<file path="src/rtl/avg_seq_pkg.sv">
// ============================================================================
//  avg_seq_pkg
//  Shared types and constants for the vector-generator state sequencer.
//  Revision: 1.0 - initial release
// ============================================================================
`default_nettype none

package avg_seq_pkg;

  // Field widths of the state PROM address {op_reg, halt_n, st}
  localparam int OP_W   = 3;
  localparam int ST_W   = 4;
  localparam int ADDR_W = OP_W + 1 + ST_W;

  // Opcode that drops halt_n and steers the PROM into its halt page
  localparam logic [OP_W-1:0] HALT_OP = 3'b111;

  // Bit positions of the three control strobes inside a PROM nibble
  localparam int STRB_IDX_0 = 0;
  localparam int STRB_IDX_1 = 1;
  localparam int STRB_IDX_2 = 2;
  localparam int STRB_W     = 3;

  // Bit of the PROM nibble that requests an opcode fetch
  localparam int FETCH_BIT = 3;

  // Sequencer phase
  typedef enum logic [1:0] {
    PH_IDLE  = 2'd0,
    PH_ADDR  = 2'd1,
    PH_LATCH = 2'd2,
    PH_FETCH = 2'd3
  } phase_e;

  // PROM address assembly
  function automatic logic [ADDR_W-1:0] rom_address(
    input logic [OP_W-1:0] op,
    input logic            halt_n,
    input logic [ST_W-1:0] st
  );
    return {op, halt_n, st};
  endfunction

endpackage

`default_nettype wire

</file>
<file path="src/rtl/avg_state_sequencer.sv">
// ============================================================================
//  avg_state_sequencer
//  Drives the 256x4 state PROM: forms the address from opcode, halt line and
//  state, absorbs the one-cycle registered read, and turns each returned
//  nibble into next state, strobes and an opcode-fetch handshake.
//  Revision: 1.0 - initial release
// ============================================================================
`default_nettype none

module avg_state_sequencer
  import avg_seq_pkg::*;
(
  input  logic              clk,
  input  logic              reset,
  input  logic              go_i,
  input  logic              op_valid_i,
  input  logic [OP_W-1:0]   op_code_i,
  output logic              op_ready_o,
  output logic [ADDR_W-1:0] rom_addr_o,
  output logic              rom_cs_o,
  input  logic [ST_W-1:0]   rom_dout_i,
  output logic [STRB_W-1:0] strb_o,
  output logic              busy_o,
  output logic              done_o,
  output logic [ST_W-1:0]   st_out_o
);

  phase_e              phase_q;
  logic [ST_W-1:0]     st_q;
  logic [OP_W-1:0]     op_reg_q;
  logic [STRB_W-1:0]   strb_q;
  logic                done_q;
  logic                halt_n;

  // halt_n follows op_reg directly, so a fetched HALT_OP hits the next address
  assign halt_n = (op_reg_q != HALT_OP);

  // Phase FSM with registered strobe and done pulses
  always_ff @(posedge clk) begin
    if (reset) begin
      phase_q  <= PH_IDLE;
      st_q     <= '0;
      op_reg_q <= '0;
      strb_q   <= '0;
      done_q   <= 1'b0;
    end else begin
      strb_q <= '0;
      done_q <= 1'b0;
      case (phase_q)
        PH_IDLE: begin
          if (go_i) begin
            st_q     <= '0;
            op_reg_q <= '0;
            phase_q  <= PH_ADDR;
          end
        end
        PH_ADDR: begin
          phase_q <= PH_LATCH;
        end
        PH_LATCH: begin
          st_q   <= rom_dout_i;
          strb_q <= rom_dout_i[STRB_IDX_2:STRB_IDX_0];
          if ((rom_dout_i == '0) && !halt_n) begin
            phase_q <= PH_IDLE;
            done_q  <= 1'b1;
          end else if (rom_dout_i[FETCH_BIT]) begin
            phase_q <= PH_FETCH;
          end else begin
            phase_q <= PH_ADDR;
          end
        end
        PH_FETCH: begin
          if (op_valid_i) begin
            op_reg_q <= op_code_i;
            phase_q  <= PH_ADDR;
          end
        end
        default: phase_q <= PH_IDLE;
      endcase
    end
  end

  // Outputs decoded from registered state only
  assign rom_addr_o = rom_address(op_reg_q, halt_n, st_q);
  assign rom_cs_o   = (phase_q == PH_ADDR) || (phase_q == PH_LATCH);
  assign op_ready_o = (phase_q == PH_FETCH);
  assign busy_o     = (phase_q != PH_IDLE);
  assign strb_o     = strb_q;
  assign done_o     = done_q;
  assign st_out_o   = st_q;

endmodule

`default_nettype wire

</file>
<file path="config.mk">
export PLATFORM = sky130hd
export DESIGN_NAME = avg_state_sequencer
export DESIGN_NICKNAME = d
export VERILOG_FILES = /design/src/rtl/avg_seq_pkg.sv /design/src/rtl/avg_state_sequencer.sv
export SDC_FILE = /design/constraint.sdc
export NUM_CORES = 1
export LEC_CHECK = 0
export BUFFER_PORTS_ARGS = -buffer_cell sky130_fd_sc_hd__buf_2
export CAP_MARGIN = 0
export CORE_AREA = 3 3 40 42
export CTS_BUF_LIST = sky130_fd_sc_hd__clkbuf_2
export DETAILED_ROUTE_END_ITERATION = 10
export DIE_AREA = 0 0 43 45
export PLACE_DENSITY = 0.81
export SYNTH_ARGS = -nofsm -noshare
export SYNTH_HDL_FRONTEND = slang
export SYNTH_SLANG_ARGS = --single-unit
</file>
<file path="constraint.sdc">
create_clock -name clk -period 5 [get_ports clk]
set_clock_uncertainty 0.2 [all_clocks]
set_input_delay 0.75 -clock clk [delete_from_list [all_inputs] [get_ports clk]]
set_output_delay 0.75 -clock clk [all_outputs]
set_load 0.005 [all_outputs]
</file>
==> results of run 1 <==
-- worst max path at each step --
stage                        startpoint          to  slack, ps  depth (start not counted)
final                        phase_q[0]      busy_o       2800                          4
after detailed placement  rom_dout_i[1]  phase_q[0]       3080                          4
after global routing         phase_q[0]      busy_o       2720                          4
after global placement    rom_dout_i[1]  phase_q[0]       3080                          4
after floorplan           rom_dout_i[1]  phase_q[0]       3210                          3
after CTS                    phase_q[0]      busy_o       2810                          4
-- state kept, by name, summed over array words and instances, names as in the netlist --
register,cells
op_reg_q,3
st_out_o,4
strb_o,3
phase_q,2
done_o,1
-- layer usage --
metal	vias to the layer above	wire (um)	global-route usage
met4	0	33	0.108
li1	289	-	-
met1	271	600	0.174
met2	19	647	0.243
met3	4	90	0.0359
met5	-	0	0
-- report_power, final --
group	switching (mW)	internal (mW)	leakage, nW
clock	0.0368	0.0212	0.0166
sequential	0.00255	0.107	0.105
combinational	0.0245	0.0193	0.259
total	0.0638	0.147	0.380
-- final cells by class --
cell class                      instances  area [um^2]  area share
Clock buffer                            4         20.0      0.0262
Inverter                                3         11.3      0.0147
Multi-Input combinational cell         43          309       0.404
Tap cell                               15         18.8      0.0245
Timing Repair Buffer                   29          145       0.190
Sequential cell                        13          260       0.340
-- logic make-up after synthesis --
group,count (synthesis)
AO/OA/AOI/OAI,14
adder cells (fa/ha/maj),4
buffers and inverters,10
flip-flops,13
multiplexers,1
AND/OR/NAND/NOR,24
-- synth_stat cells (all sizes together) --
master   n
o32ai    1
nor3     1
nor2b    4
buf      6
or4      2
inv      3
and2     3
a21oi    5
o21ai    1
dfxtp   13
nor2     7
o31ai    3
clkbuf   1
or4b     1
nand3    1
a32oi    4
mux2i    1
ha       4
nand4    4
or2b     1
-- per-stage QoR --
stage / power [mW] / hold slack [ps] / util / cells / worst slack, ps
after floorplan: 0.139 / 283 / - / 66 / 3210
after global placement: 0.153 / 293 / 0.579 / 103 / 3080
after detailed placement: 0.155 / 299 / 0.579 / 103 / 3080
after CTS: 0.210 / 319 / 0.595 / 107 / 2810
after global routing: 0.220 / 352 / 0.595 / 107 / 2720
final: 0.211 / 322 / 0.595 / 107 / 2800
-- worst max-delay path, delay by kind of cell, from the launching register on --
family	cells	cell delay, ps
DFF	1	400
buffers and inverters	3	280
adders and majority gates	1	280
==> results.cfg, run 1 <==
[critical_path]
critPathLaunchType = flip-flop
timing.critical_path.to_type = primary output
highest_cell_delay_on_the_worst_timing_path_ps = 400
timing.critical_path.slowest_stage_cell = dfxtp_1
crit_path_cell_trace = inv_1, ha_1, inv_1, buf_2
path_class = reg2out
reg_to_reg_start = phase_q[0]
r2r.worst_path.cells = 5
rrSetupSlack_ps = 3120
critPathArrivalTime_ps = 1250
required_ps = 4050
timing.critical_path.fanout_max = 5
crit_top_cell = inv_1
r2r_end = phase_q[1]

[final_layout]
fillCellCount = 121
synthToLayoutAreaGrowth_pct = 22.0
mostFrequentLayoutCell = buf_2
final_cell_mix = buf_2, dfxtp_1, nor2_1, a21oi_1
finish.instance_area_um2 = 764
fraction_of_final_layout_cells_with_drive_strength_greater_than_1 = 0.380
antenna_cells_inserted = 0
design.final.nets = 108

[floorplanning]
ios = 30
chipHeight_um = 45
die_area_um2 = 1940
die_w_um = 43
start_util = 0.488
core_um2 = 1280
num_rows = 13

[flow_run]
maxCapViolCount = 0

[hold_path]
timing.hold.worst_path_depth = 2
hold_start = op_reg_q[0]
worst_min_delay_path_category = reg2reg
whs_endpoint = op_reg_q[0]

[clocking]
cts_resized = 0
cts_tree = built
worst_skew_pair.late_latency_ps = 280
clkTransAtPathRegs_ps = 130
holdBufCountCts = 0
clock_tree.buffer_depth = 2
postCtsSetupRepairBufs = 0
cts.sink_count = 13
cts_buffer_count = 3
ctsHtreeMaxLevel = 1
buffer_type_at_the_clock_tree_root = clkbuf_2

[power_and_ir_drop]
irDropWorstVdd_mv = 0.134
static-leakage-power_nw = 0.380
power-per-cell-area_nw_per_um2 = 276

[synth]
synth_cell_types = 22
synth_compound_area_frac = 0.154
dominant_cells_by_area_after_synthesis = dfxtp_1, ha_1, buf_4
postSynthNetCount = 81
number_of_synthesis_warnings = 0
synth.top_cell.area_share = 0.415
synthCells = 66
synth_top_family_by_area = simple AND/OR/NAND/NOR gates
fraction_of_the_yosys_area_taken_by_sequential_cells = 0.415
synthAdderAreaFrac = 0.0798
syn_area_per_cell_um2 = 9.50
synthSimpleGateAreaFrac = 0.244
syn-cell-area_um2 = 627
share_of_cell_area_taken_by_muxes_after_synthesis = 0.0160
xor_xnor_portion_of_the_synthesized_cell_area = 0
synthDominantAreaCellType = dfxtp_1
yosys_register_bits = 13

[sta]
grt_setup_unrepaired = false
worst-slew-pin-transition_ps = 318
finalHoldViolations = 0
report.final.slew_viol_count = 0
maxSlewHeadroom = 0.782
fmax_mhz = 455
final.period_utilization = 0.440
post-route-min-period_ps = 2200
final.setup.tns_ps = 0
setup_violations = 0

[global_route]
number_of_global_route_vias_before_repair = 479
grt_start_max_net_pins = 13
global_route_total_usage_across_every_layer = 0.150
grt-ovfl-total = 0
global_route_wire_length_before_repair_um = 2070
number_of_antenna_violations_at_the_first_check_in_global_routing = 0

[placement]
dp.final_hpwl_um = 1050
io_buffers = 29
finalWeightedCongestion = 0.784
dpl_cell_area_um2 = 744

[drt]
detail_route.drc_violations = 0
drt_first_pass_iters = 6
detail_route.iter0.violations = 9
final_antenna_net_count = 0
dr_total_vias = 583
wl_per_cell_um = 12.8
avgViaCountPerCell = 5.45
routed_wl_um = 1370

[status]
status = completed
Power figures use the tool's default switching activity.
==> inputs of run 2 (changes only) <==
--- a/config.mk
+++ b/config.mk
@@ -5,13 +5,14 @@
 export SDC_FILE = /design/constraint.sdc
 export NUM_CORES = 1
 export LEC_CHECK = 0
+export ABC_AREA = 1
 export BUFFER_PORTS_ARGS = -buffer_cell sky130_fd_sc_hd__buf_2
 export CAP_MARGIN = 0
-export CORE_AREA = 3 3 40 42
+export CORE_MARGIN = 3
+export CORE_UTILIZATION = 42
 export CTS_BUF_LIST = sky130_fd_sc_hd__clkbuf_2
 export DETAILED_ROUTE_END_ITERATION = 10
-export DIE_AREA = 0 0 43 45
-export PLACE_DENSITY = 0.81
+export PLACE_DENSITY = 0.77
 export SYNTH_ARGS = -nofsm -noshare
 export SYNTH_HDL_FRONTEND = slang
 export SYNTH_SLANG_ARGS = --single-unit
==> constraint.sdc (replaced) <==
create_clock -name clk -period 1.8 [get_ports clk]
set_clock_uncertainty 0.2 [all_clocks]
set_input_delay 0.27 -clock clk [delete_from_list [all_inputs] [get_ports clk]]
set_output_delay 0.27 -clock clk [all_outputs]
set_load 0.005 [all_outputs]
==> results.cfg, run 2 <==
[critical_path]
required_ps = 1330
reg_to_reg_start = phase_q[0]
path_class = reg2out
critPathLaunchType = flip-flop
critPathArrivalTime_ps = 1250
timing.critical_path.fanout_max = 4
setup.worst_path.start = phase_q[0]
timing.critical_path.to_type = primary output

[synth]
number_of_synthesis_warnings = 0
dominant_cells_by_area_after_synthesis = dfxtp_1, nand2_1, inv_1
dominantRegCellSynth = dfxtp_1
async_set_or_reset_flop_fraction_in_the_synthesized_netlist = 0
synthDominantAreaCellType = dfxtp_1
synth_common_cells = nand2_1, inv_1, dfxtp_1
postSynthNetCount = 98
share_of_cell_area_taken_by_muxes_after_synthesis = 0
synthCells = 83
synth_compound_area_frac = 0.102
synth_cell_types = 16
fraction_of_the_yosys_area_taken_by_sequential_cells = 0.414
synthSimpleGateAreaFrac = 0.243
synthMostInstantiatedCell = nand2_1
syn-cell-area_um2 = 628
synth.top_cell.area_share = 0.414
synth_enable_flop_cells = 0
xor_xnor_portion_of_the_synthesized_cell_area = 0
syn_area_per_cell_um2 = 7.57
synthAdderAreaFrac = 0.0797
synth_top_family_by_area = simple AND/OR/NAND/NOR gates
yosys_register_bits = 13

[clocking]
holdBufCountCts = 0
cts.sink_count = 13
buffer_type_at_the_clock_tree_root = clkbuf_2
ctsHtreeMaxLevel = 1
clkTransAtPathRegs_ps = 130
cts_resized = 0
cts_buffer_count = 3
clock_tree.buffer_depth = 2
cts_tree = built
worst_skew_pair.late_latency_ps = 280
postCtsSetupRepairBufs = 0

[placement]
dp.final_hpwl_um = 1020
finalWeightedCongestion = 0.860
io_buffers = 29
place.detailed.instances = 121
dpl_cell_area_um2 = 749

[drt]
wl_per_cell_um = 9.97
routed_wl_um = 1250
dr_total_vias = 574
detail_route.drc_violations = 0
final_antenna_net_count = 0
detail_route.iter0.violations = 8
avgViaCountPerCell = 4.59
drt_first_pass_iters = 4

[sta]
maxSlewHeadroom = 0.836
worst-slew-pin-transition_ps = 246
fmax_mhz = 581
finalHoldViolations = 0
setup_violations = 0
grt_setup_unrepaired = false
final.period_utilization = 0.956
post-route-min-period_ps = 1720
report.final.slew_viol_count = 0
final.setup.tns_ps = 0

[floorplanning]
num_rows = 13
ios = 30
die_w_um = 44.7
start_util = 0.465
core_um2 = 1350
die_area_um2 = 2000
chipHeight_um = 44.7

[power_and_ir_drop]
irDropWorstVdd_mv = 0.344
static-leakage-power_nw = 0.431
design_power_total_mw = 0.571
power-per-cell-area_nw_per_um2 = 742

[global_route]
grt-ovfl-total = 0
grt_start_max_net_pins = 9
global_route_total_usage_across_every_layer = 0.140
number_of_antenna_violations_at_the_first_check_in_global_routing = 0
global_route_wire_length_before_repair_um = 1990
number_of_global_route_vias_before_repair = 524

[hold_path]
hold_start = rom_dout_i[2]
worst_min_delay_path_category = in2reg

[final_layout]
layout.cells.non_filler = 125
max_ffs_per_register = 4
final_cell_mix = buf_2, nand2_1, inv_1, dfxtp_1, nand3_1
synthToLayoutAreaGrowth_pct = 22.5
fraction_of_final_layout_cells_with_drive_strength_greater_than_1 = 0.345
design.final.nets = 126
mostFrequentLayoutCell = buf_2
antenna_cells_inserted = 0
finish.instance_area_um2 = 769

[flow_run]
maxCapViolCount = 0

[status]
status = completed
[run 2: changes by cell type in the layout (fill, tap and decap cells not counted), sizes merged, moves of 2 or more]
cell	before	now
nand2	0	18
and2	3	0
nand4	4	0
a32oi	4	0
inv	3	15
or4	2	0
o31ai	3	0
nand3	1	9
nor2b	4	0
[run 2: worst max-delay path: stages (launching register included)]
cell and delay [ps]:
dfxtp_1 410, inv_1 80, ha_1 290, inv_1 90, buf_2 110
[run 2: cells by family after synthesis]
kind of cell               count (synthesis)
adders and majority gates                  4
buffers and inverters                     21
DFF                                       13
AOI/OAI and AO/OA                         10
and+or+nand+nor                           35
[run 2: where the power goes]
| part | leakage [nW] | switching (mW) | internal, mW | total (mW) |
|---|---|---|---|---|
| Sequential | 0.105 | 0.00649 | 0.295 | 0.302 |
| Combinational | 0.309 | 0.0669 | 0.0460 | 0.113 |
| Clock | 0.0166 | 0.0975 | 0.0589 | 0.156 |
[run 2: stage by stage]
stage	util	hold slack (ps)	setup WS (ps)
floorplan	-	194	409
global placement	0.555	260	351
detailed placement	0.555	269	304
CTS	0.570	21.6	77.7
global route	0.570	8.55	4.72
finish	0.570	20.7	78.8
[run 2: final cells by class]
type	instances	area, um^2
fill	139	581
multi-input combinational	49	267
sequential	13	260
timing repair buffer	29	145
inverter	15	58.8
clock buffer	4	20.0
tap	15	18.8
[run 2: layer usage]
metal / global-route usage / vias up / routed length (um)
met4: 0.0904 / 0 / 34
met5: 0 / - / 0
met1: 0.150 / 240 / 550
met3: 0.0407 / 5 / 98
li1: - / 305 / -
met2: 0.238 / 24 / 562
[run 2: final timing paths]
kind	end	slack, ps	cells after the start
worst min-delay path	strb_o[2]	20	3
worst min register to register	st_out_o[3]	290	2
worst max register to register	op_reg_q[0]	250	7
worst max-delay path	busy_o	80	4
==> inputs of run 3 (changes only) <==
--- a/config.mk
+++ b/config.mk
@@ -5,14 +5,14 @@
 export SDC_FILE = /design/constraint.sdc
 export NUM_CORES = 1
 export LEC_CHECK = 0
-export ABC_AREA = 1
-export BUFFER_PORTS_ARGS = -buffer_cell sky130_fd_sc_hd__buf_2
+export BUFFER_PORTS_ARGS = -buffer_cell sky130_fd_sc_hd__clkbuf_2
 export CAP_MARGIN = 0
 export CORE_MARGIN = 3
 export CORE_UTILIZATION = 42
 export CTS_BUF_LIST = sky130_fd_sc_hd__clkbuf_2
 export DETAILED_ROUTE_END_ITERATION = 10
 export PLACE_DENSITY = 0.77
+export SLEW_MARGIN = 20
 export SYNTH_ARGS = -nofsm -noshare
 export SYNTH_HDL_FRONTEND = slang
 export SYNTH_SLANG_ARGS = --single-unit
==> results.cfg, run 3 (same netlist as run 1, synthesis figures left out) <==
[drt]
dr_total_vias = 588
wl_per_cell_um = 12.4
detail_route.drc_violations = 0
drt_first_pass_iters = 4
routed_wl_um = 1360
detail_route.iter0.violations = 22
final_antenna_net_count = 0
avgViaCountPerCell = 5.35

[floorplanning]
die_w_um = 44.6
die_area_um2 = 1990
chipHeight_um = 44.6
start_util = 0.464
num_rows = 13
ios = 30
core_um2 = 1350

[clocking]
ctsHtreeMaxLevel = 1
clkTransAtPathRegs_ps = 120
cts.sink_count = 13
postCtsSetupRepairBufs = 0
cts_buffer_count = 3
worst_skew_pair.late_latency_ps = 260
clock_tree.buffer_depth = 2
cts_tree = built
buffer_type_at_the_clock_tree_root = clkbuf_2

[power_and_ir_drop]
net-switching-power_mw = 0.167
power-per-cell-area_nw_per_um2 = 736
design_power_total_mw = 0.586
p_sw_frac = 0.285
internal_power_mw = 0.419
part_of_the_power_in_registers = 0.519
static-leakage-power_nw = 0.383
clockPowerShare = 0.255
comb_power_share = 0.225
irDropWorstVdd_mv = 0.386

[placement]
dp.final_hpwl_um = 1070
io_buffers = 29
dpl_cell_area_um2 = 767
detailedPlace.worstSlack_ps = 73.8
finalWeightedCongestion = 0.725

[sta]
finalHoldViolations = 0
final.setup.tns_ps = 0
fmax_mhz = 584
post-route-min-period_ps = 1710
maxSlewHeadroom = 0.785
setup_violations = 0
fin_hold_ws_ps = 37.6
report.final.slew_viol_count = 0
timing.final.ws_setup_ps = 86.4
final.period_utilization = 0.952
worst-slew-pin-transition_ps = 313

[global_route]
grt-busiest-layer = met2
global_route_total_usage_across_every_layer = 0.144
grt_start_max_net_pins = 13
met2_usage = 0.221
global_route_met1_usage = 0.182
grt_use_met3 = 0.0407
number_of_global_route_vias_before_repair = 515
number_of_antenna_violations_at_the_first_check_in_global_routing = 0
global_route_wire_length_before_repair_um = 2120
grt-ovfl-total = 0

[final_layout]
max_ffs_per_register = 4
mostFrequentLayoutCell = clkbuf_2
fillCellCount = 122
antenna_cells_inserted = 0
synthToLayoutAreaGrowth_pct = 26.9
design.final.nets = 111
final_cell_mix = clkbuf_2, dfxtp_1, nor2_1
finish.instance_area_um2 = 796
fraction_of_final_layout_cells_with_drive_strength_greater_than_1 = 0.442

[hold_path]
worst_min_delay_path_category = in2reg

[critical_path]
critPathArrivalTime_ps = 1710
crit_path_cell_trace = inv_1, ha_2, nor2b_4, or4b_1, a21oi_2
path_class = reg2reg
required_ps = 1800
timing.critical_path.slowest_stage_cell = or4b_1
highest_cell_delay_on_the_worst_timing_path_ps = 540
critPathLaunchType = flip-flop
timing.critical_path.fanout_max = 7
timing.critical_path.to_type = flip-flop
critical_path.top_delay_family = simple AND/OR/NAND/NOR gates
critPathBufInv = 1

[flow_run]
maxCapViolCount = 0

[status]
status = completed
run 3: area by class of cell:
class / instances / area (um^2) / area share
inverters: 3 / 11.3 / 0.0142
repair buffers: 32 / 168 / 0.211
flip-flops and latches: 13 / 263 / 0.330
multi-input cells: 43 / 315 / 0.396
clock buffers: 4 / 20.0 / 0.0252
well taps: 15 / 18.8 / 0.0236
run 3: path summary, 6_finish.rpt:
check / startpoint / to / depth (start not counted) / slack (ps)
hold reg to reg: op_reg_q[1] / op_reg_q[1] / 2 / 330
setup reg to reg: phase_q[0] / phase_q[1] / 5 / 90
hold / removal: rom_dout_i[2] / strb_o[2] / 2 / 40
setup / recovery: phase_q[0] / phase_q[1] / 5 / 90
run 3: timing repair:
action                                  CTS  global route
endpoints found under the setup margin    0             4
gates resized for setup                   0             4
hold buffers                              0             0
run 3: metrics by stage:
step                      instances  utilization
after global routing            110        0.589
final                           110        0.589
after global placement          106        0.568
after detailed placement        106        0.568
after CTS                       110        0.583
after floorplan                  66            -
run 3: worst reg2reg max path, delay by kind of cell (launching register included):
family / cells / cell delay, ps
buffers and inverters: 1 / 70
AOI/OAI and AO/OA: 1 / 140
adders and majority gates: 1 / 190
DFF: 1 / 370
and+or+nand+nor: 2 / 680
run 3: power groups by stage:
stage          Combinational [mW]  Clock, mW  Sequential, mW
5_1_grt                     0.148      0.162           0.305
2_1_floorplan              0.0780          0           0.308
6_report                    0.132      0.150           0.304
4_1_cts                     0.130      0.153           0.303
3_3_place_gp                0.127          0           0.308
3_5_place_dp                0.129          0           0.309
run 3: routing by layer:
layer | vias to the layer above | wire (um)
met4 | 0 | 19
met1 | 265 | 578
li1 | 294 | -
met2 | 25 | 672
met5 | - | 0
met3 | 4 | 92
